`config.mk`:
```
export PLATFORM = sky130hd
export DESIGN_NAME = issue_dispatch_arbiter
export DESIGN_NICKNAME = d
export VERILOG_FILES = /design/src/rtl/issue_dispatch_arbiter_pkg.sv /design/src/rtl/issue_dispatch_arbiter_budget.sv /design/src/rtl/issue_dispatch_arbiter.sv
export SDC_FILE = /design/constraint.sdc
export NUM_CORES = 1
export LEC_CHECK = 0
export BUFFER_PORTS_ARGS = -buffer_cell sky130_fd_sc_hd__buf_4
export CAP_MARGIN = 25
export CORE_MARGIN = 1.5
export CORE_UTILIZATION = 47
export DETAILED_ROUTE_END_ITERATION = 6
export PLACE_DENSITY_LB_ADDON = 0.08
export SYNTH_ARGS = -nofsm -noshare
export SYNTH_HDL_FRONTEND = slang
export SYNTH_SLANG_ARGS = --single-unit
```
`constraint.sdc`:
```
create_clock -name clk_i -period 2.45 [get_ports clk_i]
set_input_delay 0.1225 -clock clk_i [delete_from_list [all_inputs] [get_ports clk_i]]
set_output_delay 0.1225 -clock clk_i [all_outputs]
set_load 0.01 [all_outputs]
```
`src/rtl/issue_dispatch_arbiter_pkg.sv`:
```
// Shared types and helpers for the issue dispatch arbiter.
//   issue_class_t    : functional-unit class carried with each candidate
//   arb_state_t      : arbiter serialisation state
//   class_budget()   : per-cycle grant budget of a class
package issue_dispatch_arbiter_pkg;

   typedef enum logic [2:0] {
      IC_ALU  = 3'd0,
      IC_MULT = 3'd1,
      IC_CTRL = 3'd2,
      IC_LSU  = 3'd3,
      IC_CSR  = 3'd4,
      IC_FPU  = 3'd5,
      IC_NONE = 3'd7
   } issue_class_t;

   typedef enum logic {
      ST_NORMAL      = 1'b0,
      ST_SERIAL_WAIT = 1'b1
   } arb_state_t;

   localparam int NR_ISSUE_CLASSES = 6;
   localparam int UNLIMITED_BUDGET = 1 << 30;

   // Classes without a functional unit (IC_NONE and the unused encoding 6)
   // are never limited: they only carry exceptions down the pipe.
   function automatic int class_budget(input logic [2:0] cls, input int nr_alu, input int nr_lsu);
      case (cls)
         IC_ALU:                          return nr_alu;
         IC_LSU:                          return nr_lsu;
         IC_MULT, IC_CTRL, IC_CSR, IC_FPU: return 1;
         default:                         return UNLIMITED_BUDGET;
      endcase
   endfunction

endpackage

```
`src/rtl/issue_dispatch_arbiter_budget.sv`:
```
// Per-slot class budget check (purely combinational).
//   i_class : class of every candidate slot
//   o_avail : slot i still fits in its class budget, assuming all lower
//             slots are granted
// Grants form an in-order prefix, so when slot i is considered every lower
// slot is granted; counting same-class lower candidates therefore equals
// counting same-class lower grants, and no dependency on the acks is needed.
module issue_class_budget
   import issue_dispatch_arbiter_pkg::*;
#(
   parameter int NR_ISSUE_PORTS = 2,
   parameter int NR_ALU_SLOTS   = 2,
   parameter int NR_LSU_SLOTS   = 1
) (
   input  logic [NR_ISSUE_PORTS-1:0][2:0] i_class,
   output logic [NR_ISSUE_PORTS-1:0]      o_avail
);

   int w_cnt;

   always_comb begin
      o_avail = '0;
      w_cnt   = 0;
      for (int i = 0; i < NR_ISSUE_PORTS; i++) begin
         w_cnt = 0;
         for (int j = 0; j < i; j++) begin
            if (i_class[j] == i_class[i]) w_cnt = w_cnt + 1;
         end
         o_avail[i] = (w_cnt < class_budget(i_class[i], NR_ALU_SLOTS, NR_LSU_SLOTS));
      end
   end

endmodule

```
`src/rtl/issue_dispatch_arbiter.sv`:
```
// N-wide in-order dispatch arbiter between scoreboard issue ports and FUs.
//   clk_i / rst_i              : clock, synchronous active-high reset
//   flush_i                    : kill this cycle's grants and all state
//   cand_*_i                   : candidate slots, slot 0 oldest
//   cand_ack_o                 : combinational grant (prefix mask)
//   fu_ready_i                 : per-class FU ready
//   resolve_branch_i           : one outstanding branch resolved
//   serial_done_i              : serialising (CSR) instruction committed
//   issue_*_o, class_valid_o   : registered dispatch, one cycle after ack
//   serialising_o              : waiting for a CSR to commit
// MAX_UNRESOLVED_BR must be at least 1.
module issue_dispatch_arbiter
   import issue_dispatch_arbiter_pkg::*;
#(
   parameter int NR_ISSUE_PORTS    = 2,
   parameter int NR_ALU_SLOTS      = 2,
   parameter int NR_LSU_SLOTS      = 1,
   parameter int MAX_UNRESOLVED_BR = 1,
   parameter int TRANS_ID_BITS     = 3
) (
   input  logic                                         clk_i,
   input  logic                                         rst_i,
   input  logic                                         flush_i,
   input  logic [NR_ISSUE_PORTS-1:0]                    cand_valid_i,
   input  logic [NR_ISSUE_PORTS-1:0]                    cand_ops_ready_i,
   input  logic [NR_ISSUE_PORTS-1:0][2:0]               cand_class_i,
   input  logic [NR_ISSUE_PORTS-1:0][TRANS_ID_BITS-1:0] cand_trans_id_i,
   output logic [NR_ISSUE_PORTS-1:0]                    cand_ack_o,
   input  logic [NR_ISSUE_CLASSES-1:0]                  fu_ready_i,
   input  logic                                         resolve_branch_i,
   input  logic                                         serial_done_i,
   output logic [NR_ISSUE_PORTS-1:0]                    issue_valid_o,
   output logic [NR_ISSUE_PORTS-1:0][2:0]               issue_class_o,
   output logic [NR_ISSUE_PORTS-1:0][TRANS_ID_BITS-1:0] issue_trans_id_o,
   output logic [NR_ISSUE_CLASSES-1:0]                  class_valid_o,
   output logic                                         serialising_o
);

   localparam int BR_W = $clog2(MAX_UNRESOLVED_BR + 1);

   arb_state_t                                  r_state;
   logic [BR_W-1:0]                             r_br_cnt;
   logic [NR_ISSUE_PORTS-1:0]                   r_issue_valid;
   logic [NR_ISSUE_PORTS-1:0][2:0]              r_issue_class;
   logic [NR_ISSUE_PORTS-1:0][TRANS_ID_BITS-1:0] r_issue_tid;
   logic [NR_ISSUE_CLASSES-1:0]                 r_class_valid;

   logic [NR_ISSUE_PORTS-1:0]   w_avail;
   logic [NR_ISSUE_PORTS-1:0]   w_ack;
   logic [7:0]                  w_fu_rdy;
   logic                        w_br_full;
   logic                        w_open;
   logic                        w_prefix;
   logic                        w_slot_ok;
   logic                        w_csr_grant;
   logic                        w_ctrl_grant;
   logic [NR_ISSUE_CLASSES-1:0] w_class_grant;

   issue_class_budget #(
      .NR_ISSUE_PORTS (NR_ISSUE_PORTS),
      .NR_ALU_SLOTS   (NR_ALU_SLOTS),
      .NR_LSU_SLOTS   (NR_LSU_SLOTS)
   ) u_budget (
      .i_class (cand_class_i),
      .o_avail (w_avail)
   );

   // Classes with no functional unit always count as ready.
   assign w_fu_rdy  = {2'b11, fu_ready_i};
   assign w_br_full = (r_br_cnt == BR_W'(MAX_UNRESOLVED_BR));
   assign w_open    = (r_state == ST_NORMAL) && !flush_i && !rst_i;

   // A CSR only issues alone from slot 0: any slot above 0 is blocked when
   // it is itself a CSR or when slot 0 is one.
   always_comb begin
      w_ack     = '0;
      w_prefix  = w_open;
      w_slot_ok = 1'b0;
      for (int i = 0; i < NR_ISSUE_PORTS; i++) begin
         w_slot_ok = cand_valid_i[i] && cand_ops_ready_i[i]
                  && w_fu_rdy[cand_class_i[i]] && w_avail[i]
                  && !((cand_class_i[i] == IC_CTRL) && w_br_full)
                  && !((i != 0) && ((cand_class_i[i] == IC_CSR) || (cand_class_i[0] == IC_CSR)));
         w_prefix  = w_prefix && w_slot_ok;
         w_ack[i]  = w_prefix;
      end
   end

   always_comb begin
      w_class_grant = '0;
      w_ctrl_grant  = 1'b0;
      for (int i = 0; i < NR_ISSUE_PORTS; i++) begin
         for (int c = 0; c < NR_ISSUE_CLASSES; c++) begin
            if (w_ack[i] && (cand_class_i[i] == 3'(c))) w_class_grant[c] = 1'b1;
         end
         if (w_ack[i] && (cand_class_i[i] == IC_CTRL)) w_ctrl_grant = 1'b1;
      end
   end

   assign w_csr_grant = w_ack[0] && (cand_class_i[0] == IC_CSR);

   always_ff @(posedge clk_i) begin
      if (rst_i) begin
         r_state       <= ST_NORMAL;
         r_br_cnt      <= '0;
         r_issue_valid <= '0;
         r_issue_class <= '0;
         r_issue_tid   <= '0;
         r_class_valid <= '0;
      end else begin
         // Acks are already zero under flush, so the valids clear by themselves.
         r_issue_valid <= w_ack;
         r_issue_class <= cand_class_i;
         r_issue_tid   <= cand_trans_id_i;
         r_class_valid <= w_class_grant;
         if (flush_i) begin
            r_state  <= ST_NORMAL;
            r_br_cnt <= '0;
         end else begin
            case (r_state)
               ST_NORMAL:      if (w_csr_grant)   r_state <= ST_SERIAL_WAIT;
               ST_SERIAL_WAIT: if (serial_done_i) r_state <= ST_NORMAL;
               default:                           r_state <= ST_NORMAL;
            endcase
            if (w_ctrl_grant && !resolve_branch_i)
               r_br_cnt <= r_br_cnt + BR_W'(1);
            else if (!w_ctrl_grant && resolve_branch_i && (r_br_cnt != '0))
               r_br_cnt <= r_br_cnt - BR_W'(1);
         end
      end
   end

   // A resolve with nothing outstanding means the branch unit and the
   // arbiter disagree; the counter saturates but this should never happen.
   always_ff @(posedge clk_i) begin
      if (!rst_i && !flush_i && resolve_branch_i && !w_ctrl_grant)
         assert (r_br_cnt != '0);
   end

   assign cand_ack_o       = w_ack;
   assign issue_valid_o    = r_issue_valid;
   assign issue_class_o    = r_issue_class;
   assign issue_trans_id_o = r_issue_tid;
   assign class_valid_o    = r_class_valid;
   assign serialising_o    = (r_state == ST_SERIAL_WAIT);

endmodule

```
# After elaboration in Yosys (flattened, before gate mapping)

Index checks and enable logic that the tools add are counted.

Flip-flop bits (word level): 22
Bits in latches: 0
Memory bits (writable): 0
ROM bits: 0
Logic and storage cells: 93
Memories kept: 0

Add/sub/neg operators: 2
Multipliers: 0
Divide/modulo/power cells: 0
Magnitude comparators: 4
Equality and inequality tests: 11
Shift-type cells: 0
Multiplexer cells: 23
Bitwise logic cells: 1
Reduce and logical (&&, ||, !) cells: 44

Operators with widths:

| kind                                                                  | number |
|---|---|
| 31-bit case mux with 2 select lines                                   | 2 |
| 1-bit by 31-bit < comparator with 1-bit output                        | 1 |
| 1-bit by 31-bit < comparator with 1-bit output, first input constant  | 1 |
| 1-bit logical AND                                                     | 30 |
| 1-bit two-way mux                                                     | 18 |
| 3-bit by 2-bit equality test with 1-bit output, second input constant | 4 |
| 3-bit equality test, second input constant                            | 4 |
| 5-bit OR reduction                                                    | 2 |
| 3-bit by 4-bit < comparator with 1-bit output, second input constant  | 2 |
| 1-bit logical NOT                                                     | 7 |
| 1-bit binary-select mux with 3-bit select                             | 2 |
| 3-bit by 1-bit equality test with 1-bit output, second input constant | 2 |
| 3-bit logical NOT                                                     | 2 |
| 3-bit equality test                                                   | 1 |
| 1-bit case mux with 2 select lines                                    | 1 |
| 2-bit nonzero test                                                    | 1 |
| 2-bit OR reduction                                                    | 1 |
| 1-bit adder, second input constant                                    | 1 |
| 1-bit logical OR                                                      | 1 |
| 1-bit inverter                                                        | 1 |
| 1-bit subtractor, second input constant                               | 1 |

# Logic depth before layout (Yosys ltp)

Depth in word-level cells: 15
Gate-level depth with buffers: 7

# Cells and area by module

Synthesis repeated with hierarchy kept, for this count alone.

Cell total of the unflattened synthesis: 98
Area total of the unflattened synthesis: 943.4 um^2

Modules (own cells, without submodules):

| module                 | times used | cells each | area each (um^2) | sequential area each (um^2) |
|---|---|---|---|---|
| issue_dispatch_arbiter | 1          | 89         | 885.8            | 440.4 |
| issue_class_budget     | 1          | 9          | 57.6             | 0.0 |

# Worst setup path after synthesis

OpenSTA, ideal clock, no wires.

Path kind: reg-to-reg
Start: register r_state, in the netlist serialising_o
End: register r_br_cnt
Arrival time: 1.387 ns
Path slack: 0.995 ns
Stages on the path, launching flop included: 6
Buffers on the path: 1
Clock period less this slack: 1.455 ns
Cells stage by stage: dfxtp_1 > and4b_1 > buf_2 > nand2_1 > or4_4 > o21ai_2

Cells in the longest elaborated chain, start to end: 11

RTL lines:

| element                                                       | RTL line                                                   | source |
|---|---|---|
| start, declared                                               | issue_dispatch_arbiter.sv:41                               | `arb_state_t r_state;` |
| start signal, assigned                                        | issue_dispatch_arbiter.sv:104                              | `r_state <= ST_NORMAL;` |
| start signal, assigned                                        | issue_dispatch_arbiter.sv:117                              | `r_state <= ST_NORMAL;` |
| start signal, assigned                                        | issue_dispatch_arbiter.sv:121                              | `ST_NORMAL: if (w_csr_grant) r_state <= ST_SERIAL_WAIT;` |
| 1-bit inverter *                                              | --                                                         |  |
| 1-bit logical AND * (2 in series)                             | issue_dispatch_arbiter.sv:71                               | `assign w_open = (r_state == ST_NORMAL) && !flush_i && !rst_i;` |
| 1-bit logical AND *                                           | issue_dispatch_arbiter.sv:84                               | `w_prefix = w_prefix && w_slot_ok;` |
| 1-bit logical AND (on tied branches)                          | issue_dispatch_arbiter.sv:96, issue_dispatch_arbiter.sv:84 |  |
| 1-bit two-way mux / 1-bit logical AND (equally long branches) | issue_dispatch_arbiter.sv:96                               | `if (w_ack[i] && (cand_class_i[i] == IC_CTRL)) w_ctrl_grant = 1'b1;` |
| 1-bit two-way mux *                                           | issue_dispatch_arbiter.sv:96                               |  |
| 1-bit logical NOT                                             | --                                                         |  |
| 1-bit logical AND (2 in series)                               | issue_dispatch_arbiter.sv:127                              | `else if (!w_ctrl_grant && resolve_branch_i && (r_br_cnt != '0))` |
| 2-bit nonzero test (no source line)                           | --                                                         |  |
| end signal, assigned                                          | issue_dispatch_arbiter.sv:126                              | `r_br_cnt <= r_br_cnt + BR_W'(1);` |
| end signal, assigned                                          | issue_dispatch_arbiter.sv:128                              | `r_br_cnt <= r_br_cnt - BR_W'(1);` |
| end, declared                                                 | issue_dispatch_arbiter.sv:42                               | `logic [BR_W-1:0] r_br_cnt;` |

Mark *: on every way between the ends. The rest lies on a longest branch, timed or not.
A chain may end at the register's enable or synchronous reset.

# Worst setup path after layout

Start: register r_state, in the netlist serialising_o
End: output cand_ack_o[1]

Cells in the longest elaborated chain, start to end: 5

RTL lines:

| element                         | RTL line                     | source |
|---|---|---|
| 1-bit inverter                  | --                           |  |
| 1-bit logical AND (2 in series) | issue_dispatch_arbiter.sv:71 |  |
| 1-bit logical AND (2 in series) | issue_dispatch_arbiter.sv:84 |  |
| end, declared                   | issue_dispatch_arbiter.sv:28 | `output logic [NR_ISSUE_PORTS-1:0] cand_ack_o,` |

Every way passes these cells.

==> metrics.md <==
| Metric | Value |
|---|---|
| Outcome | finished, final reports clean |
| Most frequent cells in the layout | 49 x buf_4, 22 x dfxtp_1, 15 x nor2b_1 |
| Syn_area_per_cell | 9.20 um2 |
| Post-synth design cell area | 985 um2 |
| Post-synth EDFFs | 0 |
| Share of layout cells above drive strength 1 | 0.377 |
| GRT Util Overall | 0.203 |
| Setup repair bufs after CTS | 0 |
| Max-slew headroom | 0.730 |
| Most common cell after layout, fill and taps aside | buf_4 |
| Ys async rst share | 0 |
| Worst path slowest cell | and4b_1 |
| Max-slew violations | 0 |
| DRC | 0 |
| Antenna Diode Count | 0 |
| RR Startpoint | serialising_o |
| Htree depth | 1 |
| I/O pin count | 50 |
| CTS resizes | 0 |
| First-pass GRT wire length | 3820 um |
| HPWL Detailed | 1770 um |
| Chip width | 48.8 um |
| Max-cap viol count | 0 |
| Area grow syn2layout | 40.4% |
| CTS tree | yes |
| Max Clk Rate | 540 MHz |
| Delay-heaviest family, CP | simple AND/OR/NAND/NOR gates |
| Finished Layout Cells | 181 |
| Nets | 182 |
| CP endpoint kind | primary output |
| Syn nets | 134 |
| HP Start | cand_trans_id_i[5] |
| CTS root buf | clkbuf_4 |
| Clock buffer count from CTS | 3 |
| Wire per inst | 12.5 um |
| Worst path required time | 2.33 ns |
| Worst hold path depth | 2 |
| Ys Warns | 0 |
| Yosys reg bits | 22 |
| Worst hold margin | 0.0170 ns |
| Initial antenna violation count | 0 |
| Placeable Area | 1960 um2 |
| Power Density | 495 nW/um2 |
| Drt total wl | 2270 um |
| Seq pwr share | 0.544 |
| Post-layout min period | 1.85 ns |
| Int Pwr | 0.520 mW |
| Hold WC Path Type | in2reg |
| Hold Path End | issue_trans_id_o[5] |
| Clk_skew | 0.00124 ns |
| Routed vias | 964 |
| Post-Syn Instances | 107 |
| DR pass1 iterations | 4 |
| Ys flop type | dfxtp_1 |
| Fin. Hold Viols | 0 |
| Part of the cycle the worst path needs | 0.755 |
| Antenna Nets Post-Route | 0 |
| Setup tns final | 0 ns |
| FF-to-FF path depth | 4 |
| Drt initial violations | 26 |
| Worst setup path category | reg2out |
| RSZ-0062 raised after global routing | no |
| Total grt overflow | 0 |
| Rows | 16 |
| Crit path DAT | 1.73 ns |
| Drt via density | 5.33 |
| Logic pwr share | 0.170 |
| FF-to-FF setup slack | 0.94 ns |
| Vias in the first global route | 867 |
| Worst r2r dst | r_br_cnt |
| Yosys cell types | 41 |
| Sw Ratio | 0.239 |
| CP peak stage delay | 0.37 ns |
| Placed cells | 177 |
| # hold bufs at CTS | 0 |
| IR drop worst, VDD | 0.318 mV |
| Leakage | 0.635 nW |
| GPL Wtd Cong | 0.883 |
| Crit start category | register |
| Clk sinks | 22 |
| Max FO, Critical Path | 6 |
| Starting Density | 0.502 |
| Clk buf depth | 2 |
| Die area | 2380 um2 |
| Overall Power | 0.684 mW |
| Worst-path cell chain | and4b_1 -> nand2_1 -> or2_2 -> nor2_1 -> buf_4 |
| Share of the yosys chip area belonging to registers | 0.447 |
| Later-pin clock latency in the skew report | 0.31 ns |
| Largest net degree at the start of global routing | 16 |
| Die height | 48.8 um |
| Port-buffer cells | 49 |
| Crit path buf inv count | 1 |
| Setup violators final | 0 |
| Net Switching | 0.163 mW |
| Share of total power in the clock network | 0.287 |
| Worst-Margin Slew | 0.401 ns |
| CTS clk-pin slew, worst paths | 0.11 ns |
cell usage after synthesis (2+ instances only):
cell      count  area [um2]
nor2b_1      15        93.8
and2b_1       2        15.0
o31ai_1       2        15.0
nand4b_1      2        17.5
nand3_1       3        15.0
buf_4         2        15.0
inv_1         7        26.3
nor2_1       10        37.5
o21ai_1       2        10.0
buf_2         2        10.0
o21ai_0       2        10.0
nand2_1       5        18.8
dfxtp_1      22         440
nand4_1       4        25.0
logic make-up after synthesis:
| family | after synthesis | synth area share |
|---|---|---|
| and+or+nand+nor | 51 | 0.311 |
| DFF | 22 | 0.447 |
| AOI/OAI and AO/OA | 19 | 0.155 |
| buffers and inverters | 13 | 0.0673 |
| xor gates and xnor gates | 1 | 0.00890 |
| muxes | 1 | 0.0102 |
power by group through the flow:
stage | Combinational [mW] | Sequential [mW] | Clock, mW
6_report | 0.116 | 0.372 | 0.196
5_1_grt | 0.127 | 0.373 | 0.214
4_1_cts | 0.116 | 0.372 | 0.198
3_5_place_dp | 0.116 | 0.380 | 0
3_3_place_gp | 0.115 | 0.380 | 0
2_1_floorplan | 0.0473 | 0.386 | 0
sequential cells by signal, indices dropped and copies added, names as in the netlist:
| name | cells |
|---|---|
| class_valid_o | 6 |
| issue_class_o | 6 |
| issue_trans_id_o | 6 |
| issue_valid_o | 2 |
| r_br_cnt | 1 |
| serialising_o | 1 |
area by class of cell:
| type | count | area [um2] |
|---|---|---|
| well taps | 27 | 33.8 |
| multi-input cells | 72 | 478 |
| fillers | 160 | 579 |
| inverters | 7 | 26.3 |
| clock buffers | 4 | 36.3 |
| flip-flops and latches | 22 | 440 |
| repair buffers | 49 | 368 |
through the flow:
stage	utilization	setup WS, ns	cell area (um2)
2_1_floorplan	-	0.995	985
3_5_place_dp	0.686	0.762	1350
6_report	0.705	0.600	1380
5_1_grt	0.705	0.459	1380
4_1_cts	0.705	0.595	1380
3_3_place_gp	0.686	0.831	1350
layer usage:
layer	track usage	up-vias	routed length (um)	part of all wire
li1	-	472	-	-
met2	0.358	55	1090	0.48
met5	0	-	0	0
met4	0.100	0	44	0.019
met1	0.246	433	963	0.42
met3	0.0215	4	169	0.074
worst max path at each step:
stage | depth (start not counted) | start | endpoint
finish | 5 | serialising_o | cand_ack_o[1]
global route | 5 | serialising_o | cand_ack_o[1]
CTS | 5 | serialising_o | cand_ack_o[1]
detailed placement | 7 | rst_i | cand_ack_o[1]
global placement | 7 | cand_class_i[1] | cand_ack_o[1]
floorplan | 5 | serialising_o | r_br_cnt
Power figures use the tool's default switching activity.
